$ cat src/rtl/trace_pkg.sv
// Shared definitions for the register-write trace unit.
//   EbreakInsn    : default halting instruction encoding
//   SeqWDefault   : default sequence-number width
//   trace_state_e : capture state machine states
//   trace_entry_t : trace record layout {rd, data, seq} at the default sequence width
package trace_pkg;

   localparam logic [31:0] EbreakInsn  = 32'h00100073;
   localparam int unsigned SeqWDefault = 16;

   typedef enum logic [1:0] {
      StRun,
      StDrain,
      StHalted
   } trace_state_e;

   typedef struct packed {
      logic [4:0]             rd;
      logic [31:0]            data;
      logic [SeqWDefault-1:0] seq;
   } trace_entry_t;

endpackage

$ cat src/rtl/trace_fifo.sv
// Synchronous FIFO holding trace entries.
// Ports:
//   clk, reset  : clock and synchronous active-high reset
//   push        : write request; accepted when not full, or when full with a pop in the same cycle
//   push_data   : entry to write
//   pop         : read request; ignored while empty
//   head        : oldest entry, forced to zero while empty
//   full, empty : occupancy flags
module trace_fifo #(
   parameter int unsigned DEPTH = 8,
   parameter int unsigned WIDTH = 53
) (
   input  logic             clk,
   input  logic             reset,
   input  logic             push,
   input  logic [WIDTH-1:0] push_data,
   input  logic             pop,
   output logic [WIDTH-1:0] head,
   output logic             full,
   output logic             empty
);

   localparam int unsigned       PtrW      = $clog2(DEPTH);
   localparam logic [PtrW:0]     FullCount = (PtrW + 1)'(DEPTH);

   logic [WIDTH-1:0] mem_q [DEPTH];
   logic [PtrW-1:0]  wr_ptr_q;
   logic [PtrW-1:0]  rd_ptr_q;
   logic [PtrW:0]    count_q;
   logic             push_fire;
   logic             pop_fire;

   assign empty     = (count_q == '0);
   assign full      = (count_q == FullCount);
   assign pop_fire  = pop && !empty;
   // A full FIFO still takes a write when the head leaves in the same cycle.
   assign push_fire = push && (!full || pop_fire);

   // Zero the head while empty so the outputs read as zero after reset.
   assign head = empty ? '0 : mem_q[rd_ptr_q];

   always_ff @(posedge clk) begin
      if (reset) begin
         wr_ptr_q <= '0;
         rd_ptr_q <= '0;
         count_q  <= '0;
      end else begin
         if (push_fire) wr_ptr_q <= wr_ptr_q + 1'b1;
         if (pop_fire)  rd_ptr_q <= rd_ptr_q + 1'b1;
         case ({push_fire, pop_fire})
            2'b10:   count_q <= count_q + 1'b1;
            2'b01:   count_q <= count_q - 1'b1;
            default: count_q <= count_q;
         endcase
      end
   end

   // Storage needs no reset; stale contents are never visible.
   always_ff @(posedge clk) begin
      if (push_fire) mem_q[wr_ptr_q] <= push_data;
   end

endmodule

$ cat src/rtl/reg_write_tracer.sv
// Register-write trace unit. Captures architectural register writes (rd != 0), tags each with
// a sequence number, buffers them and streams them out over valid/ready. On the halting
// instruction it stops capturing, drains the buffer and then raises done.
// Ports:
//   clk, reset                 : clock and synchronous active-high reset
//   wb_we, wb_rd, wb_data      : register-file write port being observed
//   instr                      : instruction currently in the datapath instruction register
//   out_valid, out_ready       : trace stream handshake
//   out_rd, out_data, out_seq  : head entry of the trace buffer
//   overflow                   : sticky, set when an event was dropped on a full buffer
//   drop_count                 : number of dropped events, saturating at 255
//   done                       : halt seen and buffer fully drained
module reg_write_tracer
   import trace_pkg::*;
#(
   parameter int unsigned DEPTH  = 8,
   parameter int unsigned SEQ_W  = SeqWDefault,
   parameter logic [31:0] EBREAK = EbreakInsn
) (
   input  logic             clk,
   input  logic             reset,
   input  logic             wb_we,
   input  logic [4:0]       wb_rd,
   input  logic [31:0]      wb_data,
   input  logic [31:0]      instr,
   output logic             out_valid,
   input  logic             out_ready,
   output logic [4:0]       out_rd,
   output logic [31:0]      out_data,
   output logic [SEQ_W-1:0] out_seq,
   output logic             overflow,
   output logic [7:0]       drop_count,
   output logic             done
);

   // Same layout as trace_entry_t, sized by SEQ_W.
   typedef struct packed {
      logic [4:0]       rd;
      logic [31:0]      data;
      logic [SEQ_W-1:0] seq;
   } entry_t;

   trace_state_e     state_q;
   logic [SEQ_W-1:0] seq_q;
   logic             overflow_q;
   logic [7:0]       drop_count_q;

   entry_t push_entry;
   entry_t head_entry;
   logic   fifo_full;
   logic   fifo_empty;
   logic   capture;
   logic   pop_fire;
   logic   drop;
   logic   push_ok;

   assign capture  = wb_we && (wb_rd != 5'd0) && (state_q == StRun);
   assign pop_fire = out_valid && out_ready;
   assign drop     = capture && fifo_full && !pop_fire;
   assign push_ok  = capture && !drop;

   assign push_entry = '{rd: wb_rd, data: wb_data, seq: seq_q};

   trace_fifo #(
      .DEPTH (DEPTH),
      .WIDTH ($bits(entry_t))
   ) u_fifo (
      .clk       (clk),
      .reset     (reset),
      .push      (capture),
      .push_data (push_entry),
      .pop       (pop_fire),
      .head      (head_entry),
      .full      (fifo_full),
      .empty     (fifo_empty)
   );

   assign out_valid  = !fifo_empty;
   assign out_rd     = head_entry.rd;
   assign out_data   = head_entry.data;
   assign out_seq    = head_entry.seq;
   assign overflow   = overflow_q;
   assign drop_count = drop_count_q;
   assign done       = (state_q == StHalted);

   always_ff @(posedge clk) begin
      if (reset) begin
         state_q      <= StRun;
         seq_q        <= '0;
         overflow_q   <= 1'b0;
         drop_count_q <= 8'd0;
      end else begin
         // Sequence numbers mark accepted entries only, so gaps never appear in the stream.
         if (push_ok) seq_q <= seq_q + 1'b1;
         if (drop) begin
            overflow_q <= 1'b1;
            if (drop_count_q != 8'hFF) drop_count_q <= drop_count_q + 8'd1;
         end
         case (state_q)
            StRun:    if (instr == EBREAK) state_q <= StDrain;
            StDrain:  if (fifo_empty && !pop_fire) state_q <= StHalted;
            StHalted: state_q <= StHalted;
            default:  state_q <= StRun;
         endcase
      end
   end

endmodule

$ cat config.mk
export PLATFORM = sky130hd
export DESIGN_NAME = reg_write_tracer
export DESIGN_NICKNAME = d
export VERILOG_FILES = /design/src/rtl/trace_pkg.sv /design/src/rtl/trace_fifo.sv /design/src/rtl/reg_write_tracer.sv
export SDC_FILE = /design/constraint.sdc
export NUM_CORES = 1
export LEC_CHECK = 0
export ABC_AREA = 1
export CAP_MARGIN = 20
export CORE_ASPECT_RATIO = 0.8
export CORE_MARGIN = 5
export CORE_UTILIZATION = 60
export DETAILED_ROUTE_END_ITERATION = 7
export GPL_ROUTABILITY_DRIVEN = 0
export PLACE_DENSITY_LB_ADDON = 0.12
export SYNTH_ARGS = -nofsm -noshare
export SYNTH_HDL_FRONTEND = slang
export SYNTH_SLANG_ARGS = --single-unit
$ cat constraint.sdc
create_clock -name clk -period 10 [get_ports clk]
set_clock_uncertainty 0.1 [all_clocks]
set_input_delay 1.5 -clock clk [delete_from_list [all_inputs] [get_ports clk]]
set_output_delay 1.5 -clock clk [all_outputs]
set_load 0.005 [all_outputs]
==> metrics.cfg <==
[status]
status=finished clean

[routing]
num_vias=12400
drcViolationCount=0
drtAntennaViolNets=0
drt_wl_total_mm=41.7
wire_per_inst_um=19.8
dr.pass1.iters=5
drt_iter0_drc=1135
vias_per_cell=5.87

[cts]
cts_buffers=45
clk_path_buf_depth=3
cts_max_level=2
clk_latency_ns=0.55
cts_resized=0
post_cts_buffers=0
cts_tree=built
clock_sinks=464
cts.reportedPaths.clkPinSlew_ns=0.06
holdBufCountCts=0
cts-root-buf=clkbuf_16

[logic_synthesis]
synth.avg_cell_area_um2=12.0
yosysSeqAreaShare=0.724
ys.flop_type=edfxtp_1
synth_fp_nets=1636
yosys_warnings=0
async_flop_share=0
synth_seq_cells=464
syn_inst=1554
synth-edff-count=424
netlist_area_mm2=0.0187
synthDistinctLibCells=31

[global_route]
antenna_found_initial=0
grt_max_degree=115
grt_pass1_wl_mm=66.2
track_usage=0.236
grt_overflow_total=0
first_global_vias=12100

[timing]
min_period_ns=5.74
worstMarginPinSlew_ns=1.05
slew_viol_final=0
slew_headroom=0.298
rsz0062_at_grt=no
finalSetupViolCount=0
fin_crit_sh=0.574
max_freq_mhz=174
finalHoldViolCount=0
tns_ns=0

[floorplan]
die_area_mm2=0.0348
io_pins=137
die_h_um=168
die_width_um=207
std_cell_rows=57
start_util=0.612
core_mm2=0.0305

[critical_path]
critical_path_class=reg2out
path_max_fanout=114
crit_arrival_ns=4.14
cp.required_ns=8.40
r2r_start=state_q[0]$_SDFFE_PP0P_
worst_setup_path_start_kind=flip-flop
cp-end-kind=output port

[cells_and_area]
most-common-layout-cells=edfxtp_1, nor2_1, o21ai_0, clkdlybuf4s50_1, nand2_1
drive_gt1_frac=0.0561
fin_nets=1743
fin_cells=2106
antenna_cells=0
stdcell_area_mm2=0.0217
post-route-util=0.710
layout_commonest_cell=edfxtp_1
fillerInstances=2141
ff_latch_area_mm2=0.0135
multi_input_area_mm2=0.00453
areaGrowthSynthToFinish_pct=16.1

[power_and_ir_drop]
p_leak_nw=7.27
worst_ir_drop_vdd_v=0.000175
p_per_area_mw_per_mm2=256
p_total_mw=5.55

[min_path]
hold_class=reg2reg
hp-start=u_fifo.rd_ptr_q[2]$_SDFFE_PP0P_

[job]
max_cap_viol_count=0

[placement]
place_inst=2027
portBuffers=136
place_area_mm2=0.0202
hpwl_mm=21.7

## critical path, stage by stage, from the launching register on
cell and delay (ns):
dfxtp_4 0.53, inv_6 0.59, buf_4 0.93, o21ai_0 0.19
o22ai_1 0.18, o21ai_1 0.08, a31oi_1 0.41, clkdlybuf4s50_1 0.60
## sequential cells by signal, indices dropped and copies added (netlist names), named ones only
register / cells
u_fifo.mem_q: 424
drop_count: 8
u_fifo.count_q: 4
u_fifo.rd_ptr_q: 3
seq_q: 16
u_fifo.wr_ptr_q: 3
overflow: 1
state_q: 2
## path summary, 6_finish.rpt
| path | to | slack, ns | depth (start not counted) |
|---|---|---|---|
| max | out_seq[5] | 4.26 | 7 |
| min | flip-flop | 0.36 | 2 |
| max reg2reg | u_fifo.mem_q[1][27]$_DFFE_PP_ | 6.51 | 11 |
| min reg2reg | flip-flop | 0.36 | 2 |
## cells in the mapped netlist, drive strengths merged, types with 9 or more instances
master	n	area [um^2]
a21oi	31	159
a31oi	54	338
buf	44	348
clkbuf	47	178
dfxtp	40	801
edfxtp	424	12700
ha	9	113
inv	39	146
nand2	100	380
nand3	25	130
nor2	386	1460
o21ai	276	1380
o22ai	53	332
## stage by stage
step	worst slack, ns	hold WS (ns)
floorplan	5.08	0.333
global placement	4.84	0.350
detailed placement	4.71	0.360
CTS	4.25	0.368
global route	3.99	0.401
finish	4.26	0.361
## cells by family (layout without fill, tap and decap cells)
| logic type | after synthesis | in the layout | synth area share |
|---|---|---|---|
| DFF | 464 | 464 | 0.724 |
| adders and majority gates | 9 | 9 | 0.00603 |
| buffers and inverters | 132 | 271 | 0.0364 |
| and+or+nand+nor | 523 | 523 | 0.109 |
| xor gates and xnor gates | 12 | 12 | 0.00563 |
| AOI/OAI and AO/OA | 414 | 414 | 0.118 |
## where the power goes
group / leakage, nW / switching, mW / total (mW) / internal [mW]
clock network: 0.716 / 0.684 / 1.68 / 0.995
registers: 4.26 / 0.0796 / 2.34 / 2.26
logic: 2.30 / 0.936 / 1.53 / 0.593
total: 7.27 / 1.70 / 5.55 / 3.85
## layout make-up
| type | instances | share of cell area |
|---|---|---|
| multi-input cells | 958 | 0.209 |
| flip-flops and latches | 464 | 0.624 |
| clock buffers | 60 | 0.0589 |
| inverters | 41 | 0.00744 |
| repair buffers | 151 | 0.0680 |
| well taps | 413 | 0.0238 |
| clock inverters | 19 | 0.00860 |
## metal layers
metal  routed length (um)  part of all wire  GRT usage  up-vias
met5                    0                 0          0        -
li1                     -                 -          -     5814
met4                  612             0.015     0.0557        0
met2                19700              0.47      0.380      498
met1                18400              0.44      0.344     5986
met3                 3100             0.074     0.0385       58
Power figures use the tool's default switching activity.
